`src/rtl/nco_sweep_pkg.sv`:
```
// rtl/nco_sweep_pkg.sv - shared widths and state encoding for the NCO chirp sequencer
package nco_sweep_pkg;

  localparam int APR     = 32;
  localparam int CW      = 16;
  localparam int NCO_LAT = 12;

  typedef enum logic [1:0] {
    IDLE  = 2'd0,
    RAMP  = 2'd1,
    FLUSH = 2'd2
  } sweep_state_e;

endpackage

```
`src/rtl/nco_sweep_dly.sv`:
```
// rtl/nco_sweep_dly.sv - clock-enable qualified 1-bit delay line with synchronous clear
module nco_sweep_dly #(
  parameter int DEPTH = 12
) (
  input  logic clk,
  input  logic rst_n,
  input  logic en_i,
  input  logic clr_i,
  input  logic d_i,
  output logic q_o
);

  logic [DEPTH-1:0] sr_q;

  always_ff @(posedge clk or negedge rst_n) begin
    if (!rst_n) begin
      sr_q <= '0;
    end else if (clr_i) begin
      sr_q <= '0;
    end else if (en_i) begin
      sr_q[0] <= d_i;
      for (int i = 1; i < DEPTH; i++) begin
        sr_q[i] <= sr_q[i-1];
      end
    end
  end

  assign q_o = sr_q[DEPTH-1];

endmodule

```
`src/rtl/nco_sweep_ctrl.sv`:
```
// rtl/nco_sweep_ctrl.sv - linear chirp phase-increment sequencer with NCO-aligned output gate
module nco_sweep_ctrl
  import nco_sweep_pkg::*;
#(
  parameter int apr = APR,
  parameter int cw  = CW,
  parameter int lat = NCO_LAT
) (
  input  logic           clk,
  input  logic           reset_n,
  input  logic           clken,
  input  logic           start,
  input  logic           abort,
  input  logic [apr-1:0] f_start,
  input  logic [apr-1:0] f_step,
  input  logic [cw-1:0]  n_steps,
  input  logic [cw-1:0]  dwell,
  output logic [apr-1:0] phi_inc_o,
  output logic           gate_o,
  output logic           busy,
  output logic           done,
  output logic           aborted
);

  localparam int FW = (lat > 1) ? $clog2(lat) : 1;
  localparam logic [FW-1:0] FLUSH_LAST = FW'(lat - 1);

  sweep_state_e   state_q;
  logic [apr-1:0] phi_q, step_q, phi_sum_d;
  logic [cw-1:0]  dwell_last_q, steps_last_q, dwell_cnt_q, step_cnt_q;
  logic [FW-1:0]  flush_cnt_q;
  logic           done_q, aborted_q, kill_d;

  assign phi_sum_d = phi_q + step_q;
  assign kill_d    = abort && (state_q != IDLE);

  // Counters hold terminal values (n-1, dwell-1) so a zero field behaves as one.
  always_ff @(posedge clk or negedge reset_n) begin
    if (!reset_n) begin
      state_q      <= IDLE;
      phi_q        <= '0;
      step_q       <= '0;
      dwell_last_q <= '0;
      steps_last_q <= '0;
      dwell_cnt_q  <= '0;
      step_cnt_q   <= '0;
      flush_cnt_q  <= '0;
      done_q       <= 1'b0;
      aborted_q    <= 1'b0;
    end else begin
      done_q    <= 1'b0;
      aborted_q <= 1'b0;
      if (kill_d) begin
        state_q     <= IDLE;
        phi_q       <= '0;
        dwell_cnt_q <= '0;
        step_cnt_q  <= '0;
        flush_cnt_q <= '0;
        aborted_q   <= 1'b1;
      end else if (clken) begin
        case (state_q)
          IDLE: begin
            if (start && !abort) begin
              state_q      <= RAMP;
              phi_q        <= f_start;
              step_q       <= f_step;
              dwell_last_q <= (dwell == '0) ? '0 : dwell - cw'(1);
              steps_last_q <= (n_steps == '0) ? '0 : n_steps - cw'(1);
              dwell_cnt_q  <= '0;
              step_cnt_q   <= '0;
            end
          end
          RAMP: begin
            if (dwell_cnt_q == dwell_last_q) begin
              dwell_cnt_q <= '0;
              if (step_cnt_q == steps_last_q) begin
                state_q     <= FLUSH;
                flush_cnt_q <= '0;
              end else begin
                phi_q      <= phi_sum_d;
                step_cnt_q <= step_cnt_q + cw'(1);
              end
            end else begin
              dwell_cnt_q <= dwell_cnt_q + cw'(1);
            end
          end
          FLUSH: begin
            if (flush_cnt_q == FLUSH_LAST) begin
              state_q <= IDLE;
              phi_q   <= '0;
              done_q  <= 1'b1;
            end else begin
              flush_cnt_q <= flush_cnt_q + FW'(1);
            end
          end
          default: state_q <= IDLE;
        endcase
      end
    end
  end

  // RAMP delayed through the NCO latency marks which fsin samples belong to the chirp.
  nco_sweep_dly #(.DEPTH(lat)) u_gate_dly (
    .clk   (clk),
    .rst_n (reset_n),
    .en_i  (clken),
    .clr_i (kill_d),
    .d_i   (state_q == RAMP),
    .q_o   (gate_o)
  );

  assign phi_inc_o = phi_q;
  assign busy      = (state_q != IDLE);
  assign done      = done_q;
  assign aborted   = aborted_q;

endmodule

```
`config.mk`:
```
export PLATFORM = sky130hd
export DESIGN_NAME = nco_sweep_ctrl
export DESIGN_NICKNAME = d
export VERILOG_FILES = /design/src/rtl/nco_sweep_pkg.sv /design/src/rtl/nco_sweep_dly.sv /design/src/rtl/nco_sweep_ctrl.sv
export SDC_FILE = /design/constraint.sdc
export NUM_CORES = 1
export LEC_CHECK = 0
export BUFFER_PORTS_ARGS = -buffer_cell sky130_fd_sc_hd__buf_2
export CAP_MARGIN = 10
export CORE_ASPECT_RATIO = 1.75
export CORE_MARGIN = 5
export CORE_UTILIZATION = 52
export DETAILED_ROUTE_END_ITERATION = 8
export MAX_ROUTING_LAYER = met4
export PLACE_DENSITY = 0.77
export SKIP_CTS_REPAIR_TIMING = 1
export SKIP_LAST_GASP = 1
export SLEW_MARGIN = 20
export SYNTH_ARGS = -nofsm -noshare
export SYNTH_HDL_FRONTEND = slang
export SYNTH_HIERARCHICAL = 1
export SYNTH_SLANG_ARGS = --single-unit
```
`constraint.sdc`:
```
create_clock -name clk -period 2.6 [get_ports clk]
set_input_delay 0.26 -clock clk [delete_from_list [all_inputs] [get_ports clk]]
set_output_delay 0.26 -clock clk [all_outputs]
set_load 0.02 [all_outputs]
```
==> results of run 1 <==
flip-flops by register name, summed over array words and instances (netlist names):
signal           cells
step_q              32
flush_cnt_q          4
u_gate_dly/sr_q     12
step_cnt_q          16
steps_last_q        16
done                 1
dwell_cnt_q         16
aborted              1
state_q              2
phi_inc_o           32
dwell_last_q        16
final cells by class:
class	count	area, um2
repair buffers	260	1780
clock buffers	20	447
flip-flops and latches	148	3710
well taps	227	284
multi-input cells	784	5280
fillers	1366	5130
clock inverters	12	131
inverters	30	113
power by group through the flow:
stage          clock network, uW  logic [uW]  registers [uW]
2_1_floorplan                  0        3810            3790
3_3_place_gp                   0        6290            3680
3_5_place_dp                   0        6410            3720
4_1_cts                     2490        6470            3680
5_1_grt                     2590        8040            3830
6_report                    2460        7490            3740
critical path, stage by stage, from the launching register on:
cell	delay, ns
dfrtp_2	0.44
ha_4	0.26
a211oi_4	0.27
o21bai_2	0.13
a211oi_2	0.30
and3_4	0.26
o311ai_4	0.13
a31oi_4	0.24
o21ai_2	0.09
a2111o_1	0.39
a31oi_1	0.18
cells in the mapped netlist, drive strengths merged (2+ instances only):
library cell	n
a21o	10
or3	16
xor2	35
o21a	6
nor2	59
o22ai	2
o31ai	7
dfrtp	148
nor3	18
o211ai	6
nand4	12
and2	2
nand3	20
nand2b	8
and3	18
a31oi	3
or4	4
a311oi	3
a2111o	2
buf	11
o21ai	87
nor4	16
inv	28
a21boi	2
o2bb2ai	13
ha	39
o21bai	4
a211oi	7
a2bb2oi	2
mux2i	18
a22oi	6
nor2b	14
or2	2
a221oi	2
o31a	2
xnor2	56
nand2	203
clkinv	2
a21oi	50
a22o	12
clkbuf	25
cells by family (layout without fill, tap and decap cells):
group	count (synthesis)	after routing	share of synthesized area, %
simple gates	397	399	20.5
xor+xnor	91	91	9.03
buf+inv	66	322	3.19
compound gates	235	235	17.4
flops	148	148	41.9
mux	19	19	2.17
fa+ha+maj	40	40	5.75
worst max path at each step:
stage,start,cells past startpoint,end,slack (ns)
floorplan,phi_inc_o[6],10,phi_inc_o[29],-0.02
global placement,phi_inc_o[0],13,phi_inc_o[26],-0.17
detailed placement,step_q[0],13,phi_inc_o[30],-0.23
CTS,dwell_last_q[0],10,phi_inc_o[28],-0.26
global route,step_q[0],13,phi_inc_o[30],-0.28
finish,phi_inc_o[1],10,phi_inc_o[29],-0.18
layer usage:
layer | up-vias | wire, um
li1 | 3987 | -
met3 | 82 | 969
met2 | 251 | 14900
met1 | 4052 | 9740
met5 | - | 0
met4 | 0 | 1230
through the flow:
step	cells	power, uW	cell area [um2]	TNS [ns]
after CTS	1463	12600	11200	-5.78
after floorplan	996	7600	8920	-0.0204
after global routing	1481	14500	11700	-2.37
after global placement	1431	9980	10600	-3.61
final	1481	13700	11700	-0.984
after detailed placement	1431	10100	10600	-4.64
==> key figures, run 1 <==
Floorplanning
  – Die Ht: 182 um
  – Die ar.: 19800 um2
  – Initial Util: 52.3%
  – Core area: 16900 um2
  – Die X: 109 um
  – Placement Rows: 63
  – IO Pins: 137

Pwr
  – Pwr dens: 1170 nW/um2
  – Sequential Power Share: 27.3%
  – VDD IR-drop max: 565 uV
  – Net Sw Power: 5700 uW
  – Pint: 8000 uW
  – Clock share of power: 18.0%
  – LEAKAGE: 0.00564 uW
  – Switch share: 41.6%
  – Comb pwr share: 54.7%

Layout
  – Util after Layout: 69.6%
  – P&R area growth vs syn: 32.9%
  – Most frequent cells in the layout: nand2_1 (199), dfrtp_1 (144), buf_2 (135), buf_4 (107), o21ai_0 (69)
  – ANT cells: 0
  – Nets: 1382
  – Most common cell after layout, fill and taps aside: nand2_1
  – Layout cells sized above 1: 29.6%

GRT
  – Largest net degree at the start of global routing: 68
  – Met3 GRT Util: 3.33%
  – Initial antenna violation count: 0
  – Gr busiest metal: met2
  – Number of global-route vias before repair: 8420
  – Met2 GRT Util: 49.3%
  – GRT Total Usage: 26.5%
  – Global-route wire length before repair: 40.1 mm
  – M1 GR Usage: 26.8%
  – GRT Residual Overflow: 0

Clock tree
  – Worst skew pair latency: 0.42 ns
  – TritonCTS clock tree: built
  – Clock transition at path regs: 0.06 ns
  – Total CTS buffers: 17
  – CTS Buffer Depth: 2
  – CTS H-tree depth: 4
  – CTS Root Buffer Type: clkbuf_16
  – Clk sinks: 148

Synthesis
  – Mapped Nets: 1137
  – Ys flop type: dfrtp_1
  – Cell Area, Synth: 8830 um2
  – Synth Register Bits: 148
  – Synth area leader: dfrtp_1
  – Post-synth cell types: 73
  – Seq/Total Area, Yosys: 41.9%
  – Share of flip-flops with an asynchronous set or reset: 100%
  – Synth Warn #: 6
  – Syn Area/Cell: 8.87 um2
  – Cells after Synth: 996
  – Area contributors post-synth: dfrtp_1 (42%), nand2_1 (8.6%), xnor2_1 (5.6%)
  – Top-area cell type share of the netlist area: 41.9%
  – Number of synthesized flops with an enable pin: 0

Timing
  – Setup-failing EPs final: 9
  – Relative slew slack: 47.8%
  – Tightest hold margin: 0.0248 ns
  – RSZ-0062 raised after global routing: yes
  – Worst-Margin Slew: 0.776 ns
  – Max Freq: 360 MHz
  – Final hold viol count: 0
  – Min cycle time layout: 2.78 ns
  – Clock skew: 0.00860 ns
  – Final Cycle Share: 107%
  – Final worst slack: -0.179 ns
  – Slew Limit Fails: 0

Worst setup path
  – Crit start category: flop
  – Max FO, Critical Path: 4
  – Setup slack, reg-to-reg: -0.18 ns
  – Reg2Reg Depth: 10
  – CP arrival: 3.12 ns
  – Crit end category: flop
  – Critical path required time: 2.94 ns
  – Crit Reg-Reg Endpoint: phi_inc_o[29]
  – Setup CP Type: reg2reg
  – Crit Reg-Reg Startpoint: phi_inc_o[1]

Routing
  – Routed Antenna Nets: 0
  – Residual DRC count: 0
  – Routed via count: 8372
  – Drt wl/cell: 18.1 um
  – Detailed Route WL: 26.8 mm
  – Avg Vias per Cell: 5.65
  – Initial DRC count: 413
  – First-pass detailed-route iteration total: 5

Placed design
  – Placement Setup Slack: -0.231 ns
  – GP Congestion: 0.976
  – Count of input and output buffers: 136
  – DP Wirelength: 19.0 mm

Outcome
  – Failing checks: negative setup slack
  – Outcome: finished, violations left

Worst hold path
  – Hold path start: f_step[15]
  – WHS Path Cells: 3
  – WHS Endpoint: step_q[15]
  – Hold crit path type: in2reg

Job
  – Max_cap viols: 0
Power figures use the tool's default switching activity.
==> run 2: changes to the inputs <==
TNS_END_PERCENT = 20   (was not set)
==> run 2 against run 1 <==
Net effect: the flow still finishes with violations (negative setup slack); maximum frequency increased by 2.4%; sequential power about the same; largest cell class unchanged; flip-flop and latch count unchanged.
==> key figures, run 2 (synthesis results as in run 1) <==
Clock tree
  – Worst skew pair latency: 0.43 ns (about the same)
  – CTS H-tree depth: 4 (unchanged)
  – CTS Buffer Depth: 2 (unchanged)
  – Clock transition at path regs: 0.07 ns (about the same)
  – CTS Root Buffer Type: clkbuf_16
  – Total CTS buffers: 17 (unchanged)
  – Clk sinks: 148 (unchanged)
  – TritonCTS clock tree: built

Worst setup path
  – Crit start category: flop
  – Critical path required time: 2.91 ns (-0.03 ns)
  – Max FO, Critical Path: 4 (unchanged)
  – Worst Setup SP: phi_inc_o[7]
  – Crit Reg-Reg Startpoint: phi_inc_o[7]
  – CP arrival: 3.02 ns (-0.10 ns)
  – Crit end category: flop
  – Setup CP Type: reg2reg

Placed design
  – Post-DP Area: 10700 um2 (+0.73%)
  – Count of input and output buffers: 136 (unchanged)
  – DP Cell Count: 1442 (+0.77%)
  – DP Wirelength: 19.3 mm (+1.1%)
  – GP Congestion: 0.959 (-1.8%)

Layout
  – P&R area growth vs syn: 30.7%
  – Most frequent cells in the layout: nand2_1 (203), dfrtp_1 (144), buf_2 (135), buf_4 (120), o21ai_0 (70)
  – Nets: 1384 (+0.14%)
  – Post-route cell area: 11500 um2 (-1.7%)
  – Util after Layout: 68.4% (-1.2 points)
  – Layout cells sized above 1: 27.7% (-1.9 points)
  – ANT cells: 0 (unchanged)
  – Most common cell after layout, fill and taps aside: nand2_1
  – Final Non-Filler Cells: 1483 (+0.14%)
  – Fillers: 1416 (+3.7%)

Worst hold path
  – Hold path start: f_step[8]
  – Hold crit path type: in2reg

Timing
  – Final hold viol count: 0 (unchanged)
  – Final Cycle Share: 104% (-2.5 points)
  – Setup-failing EPs final: 5 (-4)
  – Max Freq: 369 MHz (+2.4%)
  – Slew Limit Fails: 0 (unchanged)
  – RSZ-0062 raised after global routing: yes
  – Relative slew slack: 54.0% (+6.2 points)
  – Worst-Margin Slew: 0.690 ns (-0.0858 ns)
  – Clock skew: 0.0112 ns (+0.00259 ns)
  – Min cycle time layout: 2.71 ns (-0.0661 ns)
  – Final worst slack: -0.112 ns (+0.0661 ns)

Floorplanning
  – Placement Rows: 63 (unchanged)
  – Initial Util: 52.3% (unchanged)
  – Die Ht: 182 um (unchanged)
  – Die ar.: 19800 um2 (unchanged)
  – Die X: 109 um (unchanged)
  – Core area: 16900 um2 (unchanged)
  – IO Pins: 137 (unchanged)

Pwr
  – Power, Total: 13200 uW (-3.6%)
  – Pwr dens: 1140 nW/um2 (-2.0%)
  – LEAKAGE: 0.00560 uW (-0.69%)
  – VDD IR-drop max: 509 uV (-9.9%)

Routing
  – Initial DRC count: 416 (+0.73%)
  – Residual DRC count: 0 (unchanged)
  – Routed via count: 8303 (-0.82%)
  – Routed Antenna Nets: 0 (unchanged)
  – Drt wl/cell: 17.1 um (-5.4%)
  – Avg Vias per Cell: 5.60 (-0.96%)
  – Detailed Route WL: 25.4 mm (-5.2%)
  – First-pass detailed-route iteration total: 5 (unchanged)

Job
  – Max_cap viols: 0 (unchanged)

GRT
  – Initial antenna violation count: 0 (unchanged)
  – GRT Total Usage: 26.7% (+0.24 points)
  – Number of global-route vias before repair: 8592 (+2.0%)
  – GRT Residual Overflow: 0 (unchanged)
  – Global-route wire length before repair: 40.3 mm (+0.55%)
  – Largest net degree at the start of global routing: 68 (unchanged)

Outcome
  – Failing checks: negative setup slack
  – Outcome: finished, violations left
-- run 2: cell types whose count changed in the layout (fill, tap and decap cells not counted), moves of 4 or more --
cell,before,now
buf_4,107,120
buf_6,8,2
ha_1,27,31
nand2_1,199,203
o31ai_1,2,6
-- run 2: layout make-up --
| class | count | area [um2] | share of cell area, % |
|---|---|---|---|
| clock buffers | 21 | 440 | 3.82 |
| clock inverters | 11 | 154 | 1.33 |
| inverters | 30 | 113 | 0.976 |
| multi-input cells | 782 | 5100 | 44.2 |
| flip-flops and latches | 148 | 3710 | 32.1 |
| well taps | 227 | 284 | 2.46 |
| repair buffers | 264 | 1740 | 15.1 |
-- run 2: through the flow --
stage	hold slack [ns]	setup slack, ns	setup TNS [ns]
detailed placement	0.289	-0.272	-2.92
finish	0.0149	-0.112	-0.414
global route	0.0134	-0.222	-3.41
floorplan	-0.0356	-0.0151	-0.0258
global placement	0.280	-0.242	-2.05
CTS	-0.170	-0.297	-3.56
-- run 2: routing by layer --
| metal | track usage, % | up-vias | routed length [um] |
|---|---|---|---|
| met1 | 26.3 | 3982 | 8680 |
| met4 | 14.9 | 0 | 1300 |
| met5 | - | - | 0 |
| li1 | - | 3988 | - |
| met2 | 49.3 | 253 | 14200 |
| met3 | 3.43 | 80 | 1240 |
-- run 2: worst paths after layout --
| kind | endpoint | slack, ns | cells past startpoint |
|---|---|---|---|
| max in group asynchronous | phi_inc_o[22] | 1.42 | 3 |
| min in group asynchronous | step_cnt_q[7] | 0.39 | 2 |
| min reg2reg | step_q[14] | 0.48 | 2 |
| min | step_q[8] | 0.01 | 3 |
| max | phi_inc_o[24] | -0.11 | 11 |
| max reg2reg | phi_inc_o[24] | -0.11 | 11 |
-- run 2: worst max-delay path, cell delays in order, from the launching register on --
cell	delay, ns
dfrtp_2	0.43
ha_4	0.26
buf_4	0.14
a2111oi_0	0.47
nor3_1	0.12
o21ai_2	0.12
a21oi_2	0.11
o21ai_2	0.25
a21oi_2	0.09
o41ai_2	0.24
xor2_1	0.25
o221ai_2	0.11
-- run 2: power by group --
part	switching, uW	internal (uW)	total, uW
Combinational	3710	3240	6950
Sequential	637	3070	3710
Clock	1020	1520	2540
==> run 3: changes to the inputs <==
SYNTH_HIERARCHICAL = not set   (was 1)
==> run 3 against run 2 <==
Net effect: the run still ends with negative setup slack left; synthesized area grew 2.0%; combinational power shrank 2%; register-to-register slack lost 0.08 ns; routed wire length grew 1.9%; cell count grew 1.1%; sequential share of layout area grew 0.30 points; worst hold slack gained 0.0066 ns.
==> key figures, run 3 <==
Timing
  – Final Cycle Share: 108% (+3.2 points)
  – Clock skew: 0.00945 ns (-0.00174 ns)
  – Max Freq: 358 MHz (-3.0%)
  – RSZ-0062 raised after global routing: yes
  – Tightest hold margin: 0.0216 ns (+0.00665 ns)
  – Final worst slack: -0.196 ns (-0.0837 ns)
  – Min cycle time layout: 2.80 ns (+0.0837 ns)
  – Slew Limit Fails: 0 (unchanged)
  – Setup-failing EPs final: 12 (+7)
  – Relative slew slack: 51.0% (-3.0 points)
  – Worst-Margin Slew: 0.736 ns (+0.0454 ns)
  – Final hold viol count: 0 (unchanged)

Worst setup path
  – Critical path required time: 2.90 ns (about the same)
  – Crit Reg-Reg Endpoint: phi_inc_o[31]
  – Worst Setup EP: phi_inc_o[31]
  – Setup CP Type: reg2reg
  – Reg2Reg Depth: 9 (-2)
  – Crit end category: flop
  – CP arrival: 3.09 ns (+0.07 ns)
  – Max FO, Critical Path: 2 (-2)
  – Crit Reg-Reg Startpoint: step_q[1]
  – Setup slack, reg-to-reg: -0.20 ns (-0.08 ns)
  – Crit start category: flop
  – Worst Setup SP: step_q[1]

Clock tree
  – TritonCTS clock tree: built
  – Clk sinks: 148 (unchanged)
  – CTS H-tree depth: 4 (unchanged)
  – Clock transition at path regs: 0.06 ns (about the same)
  – CTS Buffer Depth: 2 (unchanged)
  – Worst skew pair latency: 0.43 ns (about the same)
  – CTS Root Buffer Type: clkbuf_16
  – Total CTS buffers: 17 (unchanged)

Routing
  – First-pass detailed-route iteration total: 5 (unchanged)
  – Detailed Route WL: 25.9 mm (+1.9%)
  – Avg Vias per Cell: 5.69 (+1.6%)
  – Residual DRC count: 0 (unchanged)
  – Routed Antenna Nets: 0 (unchanged)
  – Routed via count: 8535 (+2.8%)
  – Drt wl/cell: 17.2 um (+0.72%)
  – Initial DRC count: 404 (-2.9%)

Outcome
  – Failing checks: negative setup slack
  – Outcome: finished, violations left

Layout
  – Layout cells sized above 1: 24.6% (-3.1 points)
  – Most common cell after layout, fill and taps aside: nand2_1
  – Nets: 1401 (+1.2%)
  – ANT cells: 0 (unchanged)
  – Most frequent cells in the layout: nand2_1 (220), dfrtp_1 (143), buf_2 (135), buf_4 (97), o21ai_0 (80)
  – Post-route cell area: 11400 um2 (-0.90%)
  – P&R area growth vs syn: 27.0%

Floorplanning
  – Placement Rows: 63 (unchanged)
  – Initial Util: 52.9% (+0.57 points)
  – Die Ht: 184 um (+0.96%)
  – Core area: 17000 um2 (+0.93%)
  – Die ar.: 20200 um2 (+1.9%)
  – Die X: 110 um (+0.92%)
  – IO Pins: 137 (unchanged)

Pwr
  – LEAKAGE: 0.00566 uW (+1.2%)
  – Net Sw Power: 5450 uW (+1.5%)
  – Comb pwr share: 52.4% (-0.3 points)
  – Sequential Power Share: 28.2% (about the same)
  – Pint: 7620 uW (-2.7%)
  – Pwr dens: 1140 nW/um2 (-0.12%)
  – Switch share: 41.7% (+1.0 points)
  – VDD IR-drop max: 472 uV (-7.3%)
  – Clock share of power: 19.4% (+0.2 points)

GRT
  – Initial antenna violation count: 0 (unchanged)
  – Number of global-route vias before repair: 8868 (+3.2%)
  – GRT Residual Overflow: 0 (unchanged)
  – Largest net degree at the start of global routing: 68 (unchanged)
  – GRT Total Usage: 26.7% (about the same)
  – Global-route wire length before repair: 41.1 mm (+1.8%)

Synthesis
  – Number of synthesized flops with an enable pin: 0 (unchanged)
  – Ys flop type: dfrtp_1
  – Synth area leader: dfrtp_1
  – Synth Warn #: 0 (-6)
  – Synth Register Bits: 148 (unchanged)
  – Seq/Total Area, Yosys: 41.1% (-0.84 points)
  – Cells after Synth: 1050 (+5.4%)
  – Syn Area/Cell: 8.58 um2 (-3.2%)
  – Mapped Nets: 1191 (+4.7%)
  – Top-area cell type share of the netlist area: 41.1% (-0.84 points)
  – Commonest cells in the netlist: nand2_1 (223), dfrtp_1 (148), o21ai_0 (88)
  – Count leader, synth: nand2_1
  – Share of flip-flops with an asynchronous set or reset: 100% (unchanged)
  – Cell Area, Synth: 9010 um2 (+2.0%)
  – Post-synth cell types: 62 (-15%)
  – Area contributors post-synth: dfrtp_1 (41%), nand2_1 (9.3%), ha_1 (5.4%)

Placed design
  – Post-DP Area: 10600 um2 (-0.76%)
  – GP Congestion: 0.972 (+1.4%)
  – Count of input and output buffers: 136 (unchanged)
  – DP Wirelength: 19.3 mm (about the same)

Job
  – Max_cap viols: 0 (unchanged)

Worst hold path
  – Hold crit path type: in2reg
run 3: changes by cell type in the layout (fill, tap and decap cells not counted), moves of 8 or more:
cell / before / now
buf_4: 120 / 97
nand2_1: 203 / 220
nor2_1: 58 / 72
o2bb2ai_1: 13 / 0
a21o_1: 10 / 20
o21ai_0: 70 / 80
nand4_1: 12 / 20
o221ai_1: 0 / 8
run 3: final cells by class:
class	count	area [um2]
clock buffer	20	457
fill	1463	5590
tap	227	284
clock inverter	12	150
timing repair buffer	236	1460
sequential	148	3710
multi-input combinational	833	5290
inverter	24	90.1
run 3: worst min-delay path by stage:
| stage | cells after the start | end | startpoint |
|---|---|---|---|
| after CTS | 1 | step_q[5] | reset_n |
| after global placement | 1 | step_q[5] | reset_n |
| after floorplan | 0 | aborted | reset_n |
| after detailed placement | 1 | step_q[5] | reset_n |
| final | 3 | step_q[22] | f_step[22] |
| after global routing | 3 | step_q[22] | f_step[22] |
run 3: per-layer routing:
metal	share of wire, %	wire (um)	GRT usage, %
met1	35	9100	26.3
met2	56	14400	49.4
met3	4.6	1200	3.93
met4	4.6	1190	13.9
met5	0	0	-
run 3: through the flow:
stage / setup TNS, ns / util, % / setup WS [ns] / cells / total power, uW
global route: -2.99 / 67.2 / -0.294 / 1500 / 13900
detailed placement: -1.02 / 62.2 / -0.142 / 1461 / 10000
finish: -0.850 / 67.2 / -0.196 / 1500 / 13100
global placement: -0.345 / 62.2 / -0.0829 / 1461 / 9840
floorplan: -0.0565 / - / -0.0497 / 1050 / 7660
CTS: -1.36 / 65.7 / -0.196 / 1493 / 12600
run 3: worst max-delay path, stage by stage, from the launching register on:
cell      delay, ns
dfrtp_1        0.41
ha_4           0.26
a211o_1        0.30
a31o_4         0.25
a211oi_4       0.24
o31ai_2        0.11
a311o_1        0.39
o31a_1         0.27
nand4_1        0.09
or3b_1         0.35
run 3: kinds of logic (layout without fill, tap and decap cells):
family / after synthesis / in the layout / share of synthesized area (%)
xor+xnor: 84 / 84 / 8.17
flops: 148 / 148 / 41.1
buf+inv: 69 / 292 / 2.96
mux: 15 / 15 / 1.68
compound gates: 249 / 249 / 18.0
fa+ha+maj: 40 / 40 / 5.64
simple gates: 445 / 445 / 22.5
run 3: power groups by stage:
| stage | sequential (uW) | clock, uW | combinational (uW) |
|---|---|---|---|
| after global routing | 3770 | 2660 | 7510 |
| after floorplan | 3770 | 0 | 3890 |
| final | 3690 | 2540 | 6840 |
| after detailed placement | 3680 | 0 | 6310 |
| after global placement | 3640 | 0 | 6200 |
| after CTS | 3650 | 2580 | 6390 |
